File: config.mk
export PLATFORM = sky130hd
export DESIGN_NAME = pipeline_hazard_ctrl
export DESIGN_NICKNAME = d
export VERILOG_FILES = /design/src/rtl/pipeline_hazard_ctrl.sv
export SDC_FILE = /design/constraint.sdc
export NUM_CORES = 1
export LEC_CHECK = 0
export ABC_AREA = 1
export ABC_CLOCK_PERIOD_IN_PS = 2330
export CORE_MARGIN = 2
export CORE_UTILIZATION = 50
export DETAILED_ROUTE_END_ITERATION = 8
export PLACE_DENSITY = 0.79
export SETUP_SLACK_MARGIN = 0.3
export SYNTH_ARGS = -nofsm -noshare
export SYNTH_HDL_FRONTEND = slang
export SYNTH_SLANG_ARGS = --single-unit
File: constraint.sdc
create_clock -name clk_i -period 2.33 [get_ports clk_i]
set_input_delay 0.466 -clock clk_i [delete_from_list [all_inputs] [get_ports clk_i]]
set_output_delay 0.466 -clock clk_i [all_outputs]
set_load 0.005 [all_outputs]
File: src/rtl/pipeline_hazard_ctrl.sv
// ---------------------------------------------------------------------------
// pipeline_hazard_ctrl
//
// Hazard/stall controller for a classic 5-stage in-order pipeline.
// Decides each cycle whether the front end advances, inserts a load-use
// bubble, flushes a wrongly fetched instruction after a taken branch, or
// freezes the whole pipeline while data memory is busy. Also keeps three
// saturating event counters for performance monitoring.
//
// Parameters
//   CNT_W            width of each event counter
//
// Ports
//   clk_i            clock, all state updates on the rising edge
//   rst_i            asynchronous active-low reset
//   start_i          releases the pipeline from IDLE (ignored elsewhere)
//   IFID_rs1_i       rs1 of the instruction in ID
//   IFID_rs2_i       rs2 of the instruction in ID
//   IDEX_MemRead_i   instruction in EX is a load
//   IDEX_rd_i        destination register of the instruction in EX
//   Branch_taken_i   branch resolved taken in ID
//   mem_stall_i      data memory busy
//   NoOp_o           decoder emits all-zero controls (bubble)
//   PCWrite_o        PC update enable
//   IFID_Write_o     IF/ID register update enable
//   IFID_Flush_o     clear IF/ID to a nop
//   Freeze_o         hold every pipeline register
//   stall_cnt_o      number of load-use bubbles inserted
//   flush_cnt_o      number of branch flushes
//   freeze_cnt_o     number of cycles with Freeze_o asserted
// ---------------------------------------------------------------------------
module pipeline_hazard_ctrl #(
    parameter int CNT_W = 32
) (
    input  logic             clk_i,
    input  logic             rst_i,
    input  logic             start_i,
    input  logic [4:0]       IFID_rs1_i,
    input  logic [4:0]       IFID_rs2_i,
    input  logic             IDEX_MemRead_i,
    input  logic [4:0]       IDEX_rd_i,
    input  logic             Branch_taken_i,
    input  logic             mem_stall_i,
    output logic             NoOp_o,
    output logic             PCWrite_o,
    output logic             IFID_Write_o,
    output logic             IFID_Flush_o,
    output logic             Freeze_o,
    output logic [CNT_W-1:0] stall_cnt_o,
    output logic [CNT_W-1:0] flush_cnt_o,
    output logic [CNT_W-1:0] freeze_cnt_o
);

    typedef enum logic [1:0] {
        ST_IDLE   = 2'd0,
        ST_RUN    = 2'd1,
        ST_FREEZE = 2'd2
    } state_t;

    // Counter slots inside the counter array
    localparam int CNT_STALL  = 0;
    localparam int CNT_FLUSH  = 1;
    localparam int CNT_FREEZE = 2;
    localparam int NUM_CNT    = 3;

    state_t state_q, state_d;

    logic             hz;
    logic [NUM_CNT-1:0] cnt_inc;
    logic [CNT_W-1:0] cnt_q [NUM_CNT];
    logic [CNT_W-1:0] cnt_d [NUM_CNT];

    // Load-use hazard: the load in EX writes a register the ID instruction
    // reads. x0 is never a real dependency.
    assign hz = IDEX_MemRead_i
              & (IDEX_rd_i != 5'd0)
              & ((IDEX_rd_i == IFID_rs1_i) | (IDEX_rd_i == IFID_rs2_i));

    // -----------------------------------------------------------------------
    // State register
    // -----------------------------------------------------------------------
    always_ff @(posedge clk_i or negedge rst_i) begin
        if (!rst_i) begin
            state_q <= ST_IDLE;
        end else begin
            state_q <= state_d;
        end
    end

    // -----------------------------------------------------------------------
    // Next state and Mealy outputs.
    // RUN and FREEZE share the same decision logic: FREEZE drops back to RUN
    // the very cycle mem_stall_i falls, and RUN rules already apply in that
    // cycle, so the only difference between them is the state label.
    // Priority: memory stall, then load-use bubble, then branch flush.
    // -----------------------------------------------------------------------
    always_comb begin
        state_d      = state_q;
        NoOp_o       = 1'b1;
        PCWrite_o    = 1'b0;
        IFID_Write_o = 1'b0;
        IFID_Flush_o = 1'b0;
        Freeze_o     = 1'b0;
        cnt_inc      = '0;

        case (state_q)
            ST_RUN, ST_FREEZE: begin
                state_d = ST_RUN;
                if (mem_stall_i) begin
                    NoOp_o   = 1'b0;
                    Freeze_o = 1'b1;
                    state_d  = ST_FREEZE;
                    cnt_inc[CNT_FREEZE] = 1'b1;
                end else if (hz) begin
                    // Bubble; a coincident taken branch is re-evaluated
                    // once the dependent instruction proceeds.
                    NoOp_o = 1'b1;
                    cnt_inc[CNT_STALL] = 1'b1;
                end else if (Branch_taken_i) begin
                    NoOp_o       = 1'b0;
                    PCWrite_o    = 1'b1;
                    IFID_Write_o = 1'b1;
                    IFID_Flush_o = 1'b1;
                    cnt_inc[CNT_FLUSH] = 1'b1;
                end else begin
                    NoOp_o       = 1'b0;
                    PCWrite_o    = 1'b1;
                    IFID_Write_o = 1'b1;
                end
            end
            default: begin
                // IDLE (and any illegal encoding): hold the front end.
                state_d = start_i ? ST_RUN : ST_IDLE;
            end
        endcase
    end

    // -----------------------------------------------------------------------
    // Saturating event counters
    // -----------------------------------------------------------------------
    generate
        for (genvar gi = 0; gi < NUM_CNT; gi++) begin : g_cnt
            always_comb begin
                cnt_d[gi] = cnt_q[gi];
                if (cnt_inc[gi] && !(&cnt_q[gi])) begin
                    cnt_d[gi] = cnt_q[gi] + 1'b1;
                end
            end

            always_ff @(posedge clk_i or negedge rst_i) begin
                if (!rst_i) begin
                    cnt_q[gi] <= '0;
                end else begin
                    cnt_q[gi] <= cnt_d[gi];
                end
            end
        end
    endgenerate

    assign stall_cnt_o  = cnt_q[CNT_STALL];
    assign flush_cnt_o  = cnt_q[CNT_FLUSH];
    assign freeze_cnt_o = cnt_q[CNT_FREEZE];

endmodule

# Yosys cells after proc, flatten, opt, wreduce, memory -nomap -nowiden
# Cells that the tools add are included.
dict set report totals {
  regBits 98
  latch_bits 0
  ram_bits 0
  romBits 0
  input_bits 21
  output_inout_bits 101
  elab_cells 42
  mem_count 0
}
dict set report classes {
  addsub 3
  n_mul 0
  div 0
  magnitude_cmp 0
  n_eq_ne 4
  shifts 0
  n_mux 17
  n_bitwise 3
  reduce_logical 11
}
# operator n
set op_table {}
lappend op_table {{adder 32 x 1 -> 32 bit, second input constant} 3}
lappend op_table {{AND reduction 32 bit} 3}
lappend op_table {{2-to-1 mux 1 bit} 13}
lappend op_table {{== test 5 bit} 2}
lappend op_table {{2-to-1 mux 2 bit} 3}
lappend op_table {{nonzero test 5 bit} 1}
lappend op_table {{logical AND 1 bit} 3}
lappend op_table {{logical NOT 1 bit} 3}
lappend op_table {{2-to-1 mux 3 bit} 1}
lappend op_table {{AND 1 bit} 2}
lappend op_table {{== test 2 x 1 -> 1 bit, second input constant} 1}
lappend op_table {{== test 2 bit, second input constant} 1}
lappend op_table {{OR reduction 2 bit} 1}
lappend op_table {{bitwise OR 1 bit} 1}

# Depth between registers and ports, before layout
dict set report logic_depth {
  depth_word 7
  mapped_depth 12
  depth_no_buf 10
}

# Least setup slack after synthesis
# No wires, ideal clock.
dict set report synth_path {
  path_kind {in2out}
  startpoint {input IDEX_rd_i[1]}
  endpoint {output PCWrite_o}
  t_arrival_ns 1.395
  path_slack_ns 0.469
  path_stages 7
  path_buffers 2
  cell_sequence {inv_1 -> nand4_1 -> o21ai_0 -> inv_1 -> a21oi_2 -> buf_2 -> buf_4}
}
dict set report synth_between {
  elab_chain_cells 6
}
# element line
set synth_rtl {}
lappend synth_rtl {{from (decl)} 41} ;# input logic [4:0] IDEX_rd_i,
lappend synth_rtl {{== test 5 bit / nonzero test 5 bit (equally long branches)} {77, 76}}
lappend synth_rtl {{bitwise OR 1 bit / AND 1 bit (equally long branches)} {77, 76}}
lappend synth_rtl {{AND 1 bit *} 77} ;# & ((IDEX_rd_i == IFID_rs1_i) | (IDEX_rd_i == IFID_rs2_i));
lappend synth_rtl {{2-to-1 mux 1 bit * (3 in a row)} -}
lappend synth_rtl {{to (decl)} 45} ;# output logic PCWrite_o,
# Mark *: on every way between the ends. The rest lies on a longest branch, timed or not.

# Final worst setup path
dict set report layout_path {
  startpoint {input IDEX_rd_i[0]}
  endpoint {output PCWrite_o}
}
dict set report layout_between {
  elab_chain_cells 6
}
# element line
set layout_rtl {}
lappend layout_rtl {{== test 5 bit / nonzero test 5 bit (equally long branches)} {77, 76}}
lappend layout_rtl {{bitwise OR 1 bit / AND 1 bit (equally long branches)} {77, 76}}
lappend layout_rtl {{AND 1 bit *} 77}
lappend layout_rtl {{2-to-1 mux 1 bit *} 114} ;# end else if (hz) begin
lappend layout_rtl {{2-to-1 mux 1 bit *} 109} ;# if (mem_stall_i) begin
lappend layout_rtl {{2-to-1 mux 1 bit *} 106} ;# case (state_q)
# Marked as above.

==> results.txt <==
Outcome: complete, no violations
Initial DRC count: 557
Area grow syn2layout: 30.0%
Dpl hpwl: 13300 um
CP max stage delay: 0.19 ns
Synth unique cells: 32
YS warnings: 0
LEAKAGE: 0.00382 uW
Number of global-route vias before repair: 6061
Worst Skew: 0.00844 ns
Ant. Diodes: 0
Avg Vias per Cell: 5.23
Yosys top cell by area: dfrtp_1
Post-synth EDFFs: 0
Crit-path cells: buf_8 > inv_4 > buf_6 > nand4_1 > o21ai_2 > inv_2 > buf_6 > a21oi_4 > buf_2
GR Util All Layers: 0.263
Skew-Pair Late Insertion Delay: 0.35 ns
Syn Inst Count: 941
Effective utilization at floorplan: 0.513
Die Height: 118 um
Final WL: 18100 um
Reg2reg path depth: 10
Yosys reg bits: 98
Sink Count: 98
Top cell type's share of synthesized area: 0.378
Fillers: 1110
Initial antenna violation count: 1
Largest net degree at the start of global routing: 44
Cts bufs inserted: 9
RSZ-0062 raised after global routing: yes
Syn Nets: 965
Share of cells above drive strength 1: 0.0997
Final setup TNS: 0 ns
F_max: 500 MHz
Final hold viol count: 0
Design area: 8450 sq um
Slowest CP cell: a21oi_4
CTS tree: built
Max FO, Critical Path: 4
Fin crit period: 2.00 ns
First-pass DRT Iterations: 5
Routed vias: 6562
Width of the die: 118 um
CP Launch Type: primary input
CTS max path bufs: 2
IO Pins: 122
Full die area: 13900 sq um
Layout Nets: 1102
Peak VDD IR: 0.416 mV
Placed inst area: 8000 sq um
Global route overflow: 0
Routability congestion estimate from global placement: 0.952
Final setup viols: 0
Fin util: 0.667
Row cnt: 41
Ys flop type: dfrtp_1
CP Capture Type: output pin
Slew HR: 0.674
Maxcap violations: 0
Synth area leaders: dfrtp_1 (38%), nand2_1 (20%), xor2_1 (8.5%), nor2_1 (7.0%), inv_1 (4.9%)
Worst Path Arrival: 1.53 ns
Req. time, crit path: 1.86 ns
IO buf count: 121
CP most frequent cell: buf_6
Final clock period utilization by the worst path: 0.858
Root buffer cell: clkbuf_16
Post-Syn Area: 6500 sq um
Fin. max-slew vios: 0
Most frequent cell after synthesis: nand2_1
Detailed-route DRC error count: 0
Ys async rst share: 1.00
Synth cell count leaders: nand2_1 (353), nor2_1 (122), dfrtp_1 (98)
Type of the tightest min-delay check: primary input to async pin
Sequential share of the synthesized area: 0.378
First-pass GRT wire length: 29700 um
WL per Instance: 14.4 um
Pwr Density: 776 nW/um^2
Final ANT Viol Nets: 0
Crit Path Class: primary input to output pin
H-tree depth: 3
Clock-pin slew on the worst setup and hold paths: 0.07 ns
Slew @ Worst Pin: 0.485 ns
Syn_area_per_cell: 6.90 sq um
Core Area: 12700 sq um
critical path: cells and delay by family:
| family | cells | cell delay, ns |
|---|---|---|
| buf+inv | 6 | 0.56 |
| compound gates | 2 | 0.36 |
| simple gates | 1 | 0.14 |
through the flow:
| stage | hold slack [ns] | setup slack, ns | total power (uW) | cells |
|---|---|---|---|---|
| floorplan | 0.170 | 0.469 | 3570 | 941 |
| global placement | 0.459 | -0.497 | 4750 | 1233 |
| detailed placement | 0.458 | -0.536 | 4820 | 1233 |
| CTS | 0.0844 | 0.261 | 6510 | 1252 |
| global route | 0.103 | 0.279 | 6950 | 1255 |
| finish | 0.0646 | 0.332 | 6560 | 1255 |
cell usage in the layout (no fill, tap or decap), types with 6 or more instances in the layout:
| master | Yosys | final |
|---|---|---|
| clkdlybuf4s50_1 | 0 | 99 |
| nor2_2 | 7 | 12 |
| xor2_1 | 63 | 63 |
| clkbuf_2 | 1 | 6 |
| dfrtp_1 | 98 | 97 |
| nor2_1 | 122 | 116 |
| inv_2 | 6 | 6 |
| nand3b_1 | 10 | 10 |
| xnor2_1 | 14 | 12 |
| o21ai_0 | 35 | 34 |
| nand2_1 | 353 | 351 |
| o21ai_2 | 5 | 6 |
| clkbuf_16 | 0 | 9 |
| inv_1 | 85 | 82 |
| nand4_1 | 46 | 46 |
| buf_6 | 9 | 7 |
| buf_4 | 2 | 19 |
| nand3_1 | 24 | 23 |
| buf_12 | 0 | 6 |
| nor3_1 | 29 | 29 |
sequential cells by signal (all words and copies together), names as in the netlist:
signal        count
flush_cnt_o      32
freeze_cnt_o     32
stall_cnt_o      32
state_q           2
power by group:
group / total, uW / switching [uW] / internal [uW]
Sequential: 2460 / 433 / 2030
Combinational: 2430 / 1210 / 1220
Clock: 1660 / 657 / 1000
Total: 6560 / 2300 / 4250
cell type report:
type                            count  area [sq um]  area share
Inverter                           91           352      0.0416
Multi-Input combinational cell    727          3610       0.428
Clock buffer                       12           256      0.0304
Tap cell                          172           215      0.0255
Clock inverter                      4          73.8     0.00874
Sequential cell                    98          2450       0.290
Timing Repair Buffer              151          1480       0.175
metal layers:
| layer | vias up | share of wire | GRT usage |
|---|---|---|---|
| met5 | - | 0.00072 | 0 |
| met4 | 2 | 0.021 | 0.0851 |
| met3 | 34 | 0.071 | 0.0441 |
| met2 | 267 | 0.47 | 0.433 |
| met1 | 3024 | 0.43 | 0.353 |
| li1 | 3235 | - | - |
cell families after synthesis:
kind of cell,after synthesis,synth area share
AO/OA/AOI/OAI,43,0.0374
XOR/XNOR,77,0.104
adder cells (fa/ha/maj),3,0.00578
buffers and inverters,116,0.0803
flip-flops,98,0.378
AND/OR/NAND/NOR,604,0.395
repair_timing:
action	4_1_cts	5_1_grt
buffers inserted	3	3
cloned	0	0
pin swaps	16	16
endpoints found under the setup margin	37	58
resized for setup	64	38
hold buffers	0	0
final timing paths:
kind | slack, ns | from | to
worst min-delay path | 0.06 | rst_i | stall_cnt_o[11]
worst max register to register | 0.44 | freeze_cnt_o[0] | freeze_cnt_o[18]
max in group asynchronous | 1.59 | rst_i | flush_cnt_o[0]
worst min register to register | 0.51 | freeze_cnt_o[7] | freeze_cnt_o[7]
worst max-delay path | 0.33 | IDEX_rd_i[0] | PCWrite_o
min in group clk_i | 0.51 | freeze_cnt_o[7] | freeze_cnt_o[7]
Note: power is estimated with default switching activity, not from simulation.
